`src/rtl/lsu_pkg.sv`:
```
// Shared types and helpers for the load/store unit: FSM states, funct3 codes, request record.
package lsu_pkg;
  localparam int LSU_XLEN   = 32;
  localparam int LSU_LANES  = 4;
  localparam int LSU_BYTE_W = 8;

  localparam logic [2:0] F3_B  = 3'b000;
  localparam logic [2:0] F3_H  = 3'b001;
  localparam logic [2:0] F3_W  = 3'b010;
  localparam logic [2:0] F3_BU = 3'b100;
  localparam logic [2:0] F3_HU = 3'b101;

  typedef enum logic [2:0] {IDLE, LOAD, RMW_RD, RMW_WR, ST_WR, RESP} lsu_state_t;

  typedef struct packed {
    logic                we;
    logic [2:0]          funct3;
    logic [LSU_XLEN-1:0] addr;
    logic [LSU_XLEN-1:0] wdata;
  } lsu_req_t;

  function automatic logic f3_illegal(input logic we, input logic [2:0] f3);
    if (we) return f3 > F3_W;
    return (f3 == 3'b011) || (f3[2:1] == 2'b11);
  endfunction

  function automatic logic misaligned(input logic [2:0] f3, input logic [1:0] off);
    return ((f3[1:0] == 2'b01) && off[0]) || ((f3[1:0] == 2'b10) && (off != 2'b00));
  endfunction

  // Halfwords snap to their natural lane pair, words to lane 0.
  function automatic logic [1:0] eff_off(input logic [2:0] f3, input logic [1:0] off);
    case (f3[1:0])
      2'b00:   return off;
      2'b01:   return {off[1], 1'b0};
      default: return 2'b00;
    endcase
  endfunction
endpackage

```
`src/rtl/lsu_align.sv`:
```
// Byte-lane datapath: load extraction/extension and sub-word store merge into a word.
module lsu_align
  import lsu_pkg::*;
#(
  parameter int NUM_LANES = LSU_LANES,
  parameter int VEC_W     = LSU_BYTE_W
) (
  input  logic [2:0]                          funct3,
  input  logic [1:0]                          off,
  input  logic [NUM_LANES-1:0][VEC_W-1:0]     mem_word,
  input  logic [NUM_LANES-1:0][VEC_W-1:0]     st_data,
  output logic [NUM_LANES*VEC_W-1:0]          ld_data,
  output logic [NUM_LANES-1:0][VEC_W-1:0]     st_word
);
  localparam int W = NUM_LANES * VEC_W;

  logic [VEC_W-1:0]   byte_sel;
  logic [2*VEC_W-1:0] half_sel;

  assign byte_sel = mem_word[off];
  assign half_sel = {mem_word[{off[1], 1'b1}], mem_word[{off[1], 1'b0}]};

  always_comb begin
    ld_data = mem_word;
    case (funct3)
      F3_B:  ld_data = {{(W-VEC_W){byte_sel[VEC_W-1]}}, byte_sel};
      F3_BU: ld_data = {{(W-VEC_W){1'b0}}, byte_sel};
      F3_H:  ld_data = {{(W-2*VEC_W){half_sel[2*VEC_W-1]}}, half_sel};
      F3_HU: ld_data = {{(W-2*VEC_W){1'b0}}, half_sel};
      default: ;
    endcase
  end

  for (genvar k = 0; k < NUM_LANES; k++) begin : g_lane
    localparam logic [1:0] K = 2'(k);
    logic [VEC_W-1:0] src;
    logic             hit;
    always_comb begin
      src = st_data[k];
      hit = 1'b1;
      if (funct3 == F3_B) begin
        src = st_data[0];
        hit = (off == K);
      end else if (funct3 == F3_H) begin
        src = st_data[k % 2];
        hit = (off[1] == K[1]);
      end
    end
    assign st_word[k] = hit ? src : mem_word[k];
  end
endmodule

```
`src/rtl/lsu_mem_ctrl.sv`:
```
// Load/store unit: RV32I loads/stores onto a word SRAM; sub-word stores use read-modify-write.
// Define LSU_MISALIGN_TRAP_EN to trap misaligned halfword/word accesses instead of truncating.
module lsu_mem_ctrl
  import lsu_pkg::*;
#(
  parameter int XLEN     = 32,
  parameter int ADDR_LSB = 2
) (
  input  logic            clk,
  input  logic            rstn,
  input  logic            req_valid,
  output logic            req_ready,
  input  logic            req_we,
  input  logic [2:0]      req_funct3,
  input  logic [XLEN-1:0] req_addr,
  input  logic [XLEN-1:0] req_wdata,
  output logic            resp_valid,
  output logic [XLEN-1:0] resp_rdata,
  output logic            resp_err,
  output logic [XLEN-1:0] mem_addr,
  output logic [XLEN-1:0] mem_wdata,
  output logic            mem_we,
  output logic            mem_re,
  input  logic [XLEN-1:0] mem_rdata
);
  lsu_state_t      state_q, state_d;
  lsu_req_t        req_q;
  logic [XLEN-1:0] buf_q, rdata_q, ld_data, st_word, word_addr, align_in;
  logic            err_q, bad_in;
  logic [1:0]      off;

  // Classified at accept so an error can answer in the very next cycle.
`ifdef LSU_MISALIGN_TRAP_EN
  assign bad_in = f3_illegal(req_we, req_funct3) || misaligned(req_funct3, req_addr[1:0]);
`else
  assign bad_in = f3_illegal(req_we, req_funct3);
`endif

  assign word_addr = {req_q.addr[XLEN-1:ADDR_LSB], {ADDR_LSB{1'b0}}};
  assign off       = eff_off(req_q.funct3, req_q.addr[1:0]);
  assign align_in  = req_q.we ? buf_q : mem_rdata;

  lsu_align u_align (
    .funct3   (req_q.funct3),
    .off      (off),
    .mem_word (align_in),
    .st_data  (req_q.wdata),
    .ld_data  (ld_data),
    .st_word  (st_word)
  );

  always_comb begin
    state_d   = state_q;
    req_ready = 1'b0;
    mem_re    = 1'b0;
    mem_we    = 1'b0;
    mem_addr  = '0;
    mem_wdata = '0;
    case (state_q)
      IDLE: begin
        req_ready = 1'b1;
        if (req_valid) begin
          if (bad_in)                   state_d = RESP;
          else if (!req_we)             state_d = LOAD;
          else if (req_funct3 == F3_W)  state_d = ST_WR;
          else                          state_d = RMW_RD;
        end
      end
      LOAD: begin
        mem_re   = 1'b1;
        mem_addr = word_addr;
        state_d  = RESP;
      end
      RMW_RD: begin
        mem_re   = 1'b1;
        mem_addr = word_addr;
        state_d  = RMW_WR;
      end
      RMW_WR: begin
        mem_we    = 1'b1;
        mem_addr  = word_addr;
        mem_wdata = st_word;
        state_d   = RESP;
      end
      ST_WR: begin
        mem_we    = 1'b1;
        mem_addr  = word_addr;
        mem_wdata = req_q.wdata;
        state_d   = RESP;
      end
      RESP:    state_d = IDLE;
      default: state_d = IDLE;
    endcase
  end

  always_ff @(posedge clk or negedge rstn) begin
    if (!rstn) begin
      state_q <= IDLE;
      req_q   <= '0;
      buf_q   <= '0;
      rdata_q <= '0;
      err_q   <= 1'b0;
    end else begin
      state_q <= state_d;
      if (req_valid && req_ready)
        req_q <= '{we: req_we, funct3: req_funct3, addr: req_addr, wdata: req_wdata};
      // Response fields only change on entry to RESP, so they hold between responses.
      case (state_q)
        IDLE: if (req_valid && bad_in) begin
          rdata_q <= '0;
          err_q   <= 1'b1;
        end
        LOAD: begin
          rdata_q <= ld_data;
          err_q   <= 1'b0;
        end
        RMW_RD: buf_q <= mem_rdata;
        RMW_WR, ST_WR: begin
          rdata_q <= '0;
          err_q   <= 1'b0;
        end
        default: ;
      endcase
    end
  end

  assign resp_valid = (state_q == RESP);
  assign resp_rdata = rdata_q;
  assign resp_err   = err_q;
endmodule

```
`config.mk`:
```
export PLATFORM = sky130hd
export DESIGN_NAME = lsu_mem_ctrl
export DESIGN_NICKNAME = d
export VERILOG_FILES = /design/src/rtl/lsu_pkg.sv /design/src/rtl/lsu_align.sv /design/src/rtl/lsu_mem_ctrl.sv
export SDC_FILE = /design/constraint.sdc
export NUM_CORES = 1
export LEC_CHECK = 0
export BUFFER_PORTS_ARGS = -buffer_cell sky130_fd_sc_hd__buf_2
export CAP_MARGIN = 20
export CORE_MARGIN = 2
export CORE_UTILIZATION = 38
export CTS_BUF_LIST = sky130_fd_sc_hd__clkbuf_16
export DETAILED_ROUTE_END_ITERATION = 8
export PLACE_DENSITY_LB_ADDON = 0.3
export SKIP_LAST_GASP = 1
export SLEW_MARGIN = 20
export SYNTH_ARGS = -nofsm -noshare
export SYNTH_HDL_FRONTEND = slang
export SYNTH_HIERARCHICAL = 1
export SYNTH_SLANG_ARGS = --single-unit
```
`constraint.sdc`:
```
create_clock -name clk -period 3.1 [get_ports clk]
set_clock_uncertainty 0.2 [all_clocks]
set_input_delay 0.31 -clock clk [delete_from_list [all_inputs] [get_ports clk]]
set_output_delay 0.31 -clock clk [all_outputs]
set_load 0.01 [all_outputs]
```
==> results of run 1 <==
-- state kept, by name (all words and copies together) (netlist names) --
name	cells
state_q	3
buf_q	32
req_q	68
resp_rdata	32
resp_err	1
-- layout by cell type, fill, tap and decap left out, types with 20 or more instances in the layout --
| cell | synthesis | routed |
|---|---|---|
| a22o_1 | 34 | 34 |
| and2_1 | 32 | 31 |
| buf_2 | 11 | 200 |
| buf_4 | 9 | 20 |
| dfrtp_1 | 136 | 136 |
| dlygate4sd3_1 | 0 | 101 |
| mux2_2 | 120 | 120 |
| mux2_4 | 20 | 20 |
| mux2i_1 | 26 | 26 |
| nand2_1 | 99 | 99 |
| nand3_1 | 32 | 32 |
| nor2_1 | 23 | 21 |
| o211ai_1 | 32 | 32 |
| o21ai_0 | 58 | 58 |
-- metal layers --
layer	up-vias	global-route usage (%)	part of all wire [%]
met5	-	0	0
met4	0	6.81	1.7
met3	32	4.63	6.3
met2	264	36.6	48
met1	3485	31.0	44
li1	3306	-	-
-- cells by family after synthesis --
logic type	Yosys count	synth area share (%)
simple gates	207	12.2
compound gates	179	15.6
mux	167	24.3
flops	136	42.8
buf+inv	70	4.80
xor+xnor	2	0.220
other cells	1	0.0472
-- how the worst min path moves through the flow --
stage / cells past startpoint / to / start
after floorplan: 0 / buf_q[0] / rstn
after global placement: 1 / req_q[19] / rstn
after detailed placement: 1 / req_q[19] / rstn
after CTS: 2 / req_q[65] / req_funct3[1]
after global routing: 2 / req_q[65] / req_funct3[1]
final: 2 / req_q[65] / req_funct3[1]
-- power by group --
group,switching [mW],internal (mW)
Clock,0.834,1.35
Combinational,3.08,2.67
Sequential,0.614,2.53
Total,4.53,6.55
-- metrics by stage --
step | instance area [um^2] | setup TNS (ns) | setup WS (ns) | cells
6_report | 10800 | 0 | 0.171 | 1324
5_1_grt | 10800 | -0.00432 | -0.00432 | 1324
2_1_floorplan | 7950 | 0 | 0.372 | 763
4_1_cts | 10800 | 0 | 0.00593 | 1324
3_3_place_gp | 9160 | 0 | 0.478 | 1190
3_5_place_dp | 9170 | 0 | 0.427 | 1191
-- layout make-up --
| cell class | count | area [um^2] | share of cell area [%] |
|---|---|---|---|
| clock inverter | 15 | 200 | 1.85 |
| sequential | 136 | 3400 | 31.5 |
| multi-input combinational | 557 | 4200 | 38.9 |
| timing repair buffer | 325 | 2220 | 20.6 |
| inverter | 4 | 15.0 | 0.139 |
| tap | 270 | 338 | 3.13 |
| clock buffer | 17 | 425 | 3.94 |
-- what timing repair did --
action | in CTS | in global routing
endpoints found under the hold margin | 184 | 0
hold buffers | 101 | 0
gates resized for setup | 1 | 1
setup endpoints to repair | 8 | 10
==> impl_metrics.toml, run 1 <==
[cts]
clock_path_buffers = 2
cts_setup_buffers = 0
h-tree-depth = 4
cts_tree = "built"
cts.sinks = 136
cts_root_buf = "clkbuf_16"
path_clk_slew_ns = 0.06
worstSkewPairLatency_ns = 0.42
numCtsBuffers = 17

[drt]
firstDrtPassIters = 5
wl_per_cell_um = 18.8
avgViaCountPerCell = 5.35
drt_drc_violations_left = 0
wl_um = 24900
drtIter0Drc = 461
antenna_left = 0
vias = 7087

[critical_path]
crit_cells = 7
end_kind = "output pin"
slowest_delay_ns = 0.40
path_max_fanout = 16
worstPathArrival_ns = 2.42
worstSetupPathType = "flip-flop to output pin"
endpoint = "mem_wdata[20]"
path_cells = "nor3b_1 -> buf_4 -> nor2b_1 -> o21a_2 -> o21ai_0 -> a22o_1 -> buf_2"
rr_worst_depth = 6
slowest_stage = "dfrtp_1"
r2r_end = "resp_rdata[17]"
crit_path_start = "req_q[65]"
cp_num_buf_inv = 2
ff2ff_setup_slack_ns = 0.43
cp-start-kind = "flip-flop"
crit_required_ns = 2.59
r2r_start = "req_q[67]"
critPathTopFamily = "compound AO/OA/AOI/OAI gates"

[die]
pin_count = 204
core-area_mm2 = 0.0204
die_height_um = 149
die-area_mm2 = 0.0221
std_cell_rows = 52
die_x_um = 149
start_util_pct = 39.0

[yosys]
synth-warning-count = 6
synth.distinct_cells = 50
synth_ff_type = "dfrtp_1"
synth_top_area_share_pct = 42.8
avgSynthCellArea_um2 = 10.4
ys_seq_area_share_pct = 42.8
async_flop_share_pct = 100
ys_ff_latch = 136
synthTopCellsByCount = "dfrtp_1, mux2_2, nand2_1"
synthCells = 762
synth.area.top_cells = "dfrtp_1, mux2_2, nand2_1"
synth_top_area_cell = "dfrtp_1"
synth_most_common_cell = "dfrtp_1"
synth_edf_count = 0
synth_area_mm2 = 0.00795

[layout]
layout-drive-gt1-share_pct = 38.9
fin_nets = 1144
antenna_cells = 0
finish.utilization_pct = 53.1
fillCellCount = 1819
area_delta_synth_final_pct = 36.0

[flow_run]
max_cap_viol_count = 0

[grt]
track_usage_pct = 22.7
grt_start_max_net_pins = 85
grt_pass1_wl_um = 39100
grt.overflow.total = 0
grt_antenna_before_repair = 0
grt_pass1_vias = 6920

[sta]
min_period_ns = 2.93
final-hold-violation-count = 0
finalMaxSlewViolations = 0
hold_ws_ns = 0.0166
worst_pin_slew_ns = 0.826
rsz0062_at_grt = "yes"
max_slew_margin_pct = 44.9
period_share_pct = 94.5
fmax_ghz = 0.341
setup-violations-final = 0

[power_and_ir_drop]
cellPowerDensity_mw_per_mm2 = 1020
ir_worst_vdd_uv = 618
cellLeakagePower_nw = 5.08
power_mw = 11.1

[run_status]
outcome = "finished clean"

[placement]
gp_congestion = 0.855
dp_hpwl_um = 17000
port_buffers = 201

[hold_path]
hold_class = "primary input to flip-flop"
Power figures use the tool's default switching activity.
==> inputs of run 2 (changes only) <==
Settings changed: PLACE_DENSITY from default to 0.6, PLACE_DENSITY_LB_ADDON 0.3 to default.
==> run 2 against run 1 <==
Sequential share of layout area up 0.27 points. Clock-buffer cell count did not move. Power shrank 3.0%. Maximum frequency shrank 0.82%. Sequential power hardly changed. Via count shrank 0.97%. Flip-flop and latch count unchanged.
==> impl_metrics.toml, run 2 (synthesized netlist as in run 1, its figures left out) <==
[run_status]
outcome = "finished clean"

[layout]
final_cell_mix = "buf_2, dfrtp_1, mux2_2, dlygate4sd3_1, nand2_1"
final_cell_area_mm2 = 0.0107
regMostFlops = "req_q"
antenna_cells = 0
final_common_cell = "buf_2"
fin_nets = 1143
area_delta_synth_final_pct = 34.8
finish.utilization_pct = 52.6
layout-drive-gt1-share_pct = 38.7
final_cells = 1323
largest_register_ffs = 68

[sta]
max_slew_margin_pct = 35.8
setup-violations-final = 0
finalMaxSlewViolations = 0
rsz0062_at_grt = "no"
tns_ns = 0
fmax_ghz = 0.339
setup_ws_ns = 0.146
min_period_ns = 2.95
hold_ws_ns = 0.0342
final-hold-violation-count = 0
period_share_pct = 95.3
worst_pin_slew_ns = 0.961

[cts]
worstSkewPairLatency_ns = 0.42
cts.sinks = 136
clock_path_buffers = 2
cts_setup_buffers = 0
cts_root_buf = "clkbuf_16"
h-tree-depth = 4
cts_tree = "built"
numCtsBuffers = 17
path_clk_slew_ns = 0.06

[die]
die_x_um = 149
die-area_mm2 = 0.0221
core-area_mm2 = 0.0204
pin_count = 204
die_height_um = 149
start_util_pct = 39.0
std_cell_rows = 52

[grt]
grt.overflow.total = 0
grt_start_max_net_pins = 68
track_usage_pct = 23.2
grt_pass1_vias = 7077
grt_pass1_wl_um = 39600
grt_antenna_before_repair = 0

[power_and_ir_drop]
power_mw = 10.7
ir_worst_vdd_uv = 533
cellLeakagePower_nw = 5.04
cellPowerDensity_mw_per_mm2 = 1000

[drt]
avgViaCountPerCell = 5.30
antenna_left = 0
wl_per_cell_um = 19.0
drtIter0Drc = 433
wl_um = 25100
firstDrtPassIters = 7
vias = 7018
drt_drc_violations_left = 0

[flow_run]
max_cap_viol_count = 0

[hold_path]
hold_class = "primary input to flip-flop"

[critical_path]
path_max_fanout = 26
slowest_stage = "o21ai_2"
crit_required_ns = 2.59
cp-start-kind = "flip-flop"
slowest_delay_ns = 0.42
worstPathArrival_ns = 2.44
path_cells = "buf_4 -> nor2b_1 -> o21ai_2 -> mux2_2 -> a22o_1 -> buf_2"
end_kind = "output pin"
worstSetupPathType = "flip-flop to output pin"

[placement]
placed_cell_area_mm2 = 0.00918
port_buffers = 201
detailedPlace.worstSlack_ns = 0.443
dp_hpwl_um = 17000
dp.cells = 1190
gp_congestion = 0.903
## run 2: path summary, 6_finish.rpt
path                       cells past startpoint          start        endpoint  slack (ns)
setup / recovery                               6      req_q[64]    mem_wdata[0]        0.15
hold / removal                                 2  req_funct3[1]       req_q[65]        0.03
setup reg to reg                               6      req_q[67]  resp_rdata[31]        0.41
hold reg to reg                                1      req_q[45]       req_q[45]        0.30
max in group asynchronous                      3           rstn       req_q[31]        1.64
min in group asynchronous                      2           rstn       req_q[20]        0.24
## run 2: critical path, delay by kind of cell (launching register included)
kind | cells | cell delay [ns]
buffers and inverters | 2 | 0.48
and+or+nand+nor | 1 | 0.17
DFF | 1 | 0.34
muxes | 1 | 0.39
AOI/OAI and AO/OA | 2 | 0.64
## run 2: timing repair
item	4_1_cts	5_1_grt
resized for setup	0	1
hold buffers	101	0
hold endpoints to repair	165	0
setup endpoints to repair	0	3
## run 2: routing by layer
metal / GRT usage [%] / share of wire [%] / vias up
li1: - / - / 3311
met4: 8.05 / 2.4 / 0
met3: 4.85 / 5.7 / 37
met2: 37.1 / 48 / 228
met5: 0 / 0 / -
met1: 31.4 / 44 / 3442
## run 2: layout make-up
type | count | area, um^2
clock buffer | 17 | 425
clock inverter | 15 | 105
fill | 1833 | 9650
inverter | 4 | 15.0
multi-input combinational | 557 | 4220
sequential | 136 | 3400
tap | 270 | 338
timing repair buffer | 324 | 2210
## run 2: where the power goes
part	switching [mW]	internal [mW]	leakage [nW]	total (mW)
logic	3.11	2.65	3.05	5.76
registers	0.612	2.53	1.72	3.15
clock network	0.817	1.02	0.258	1.84
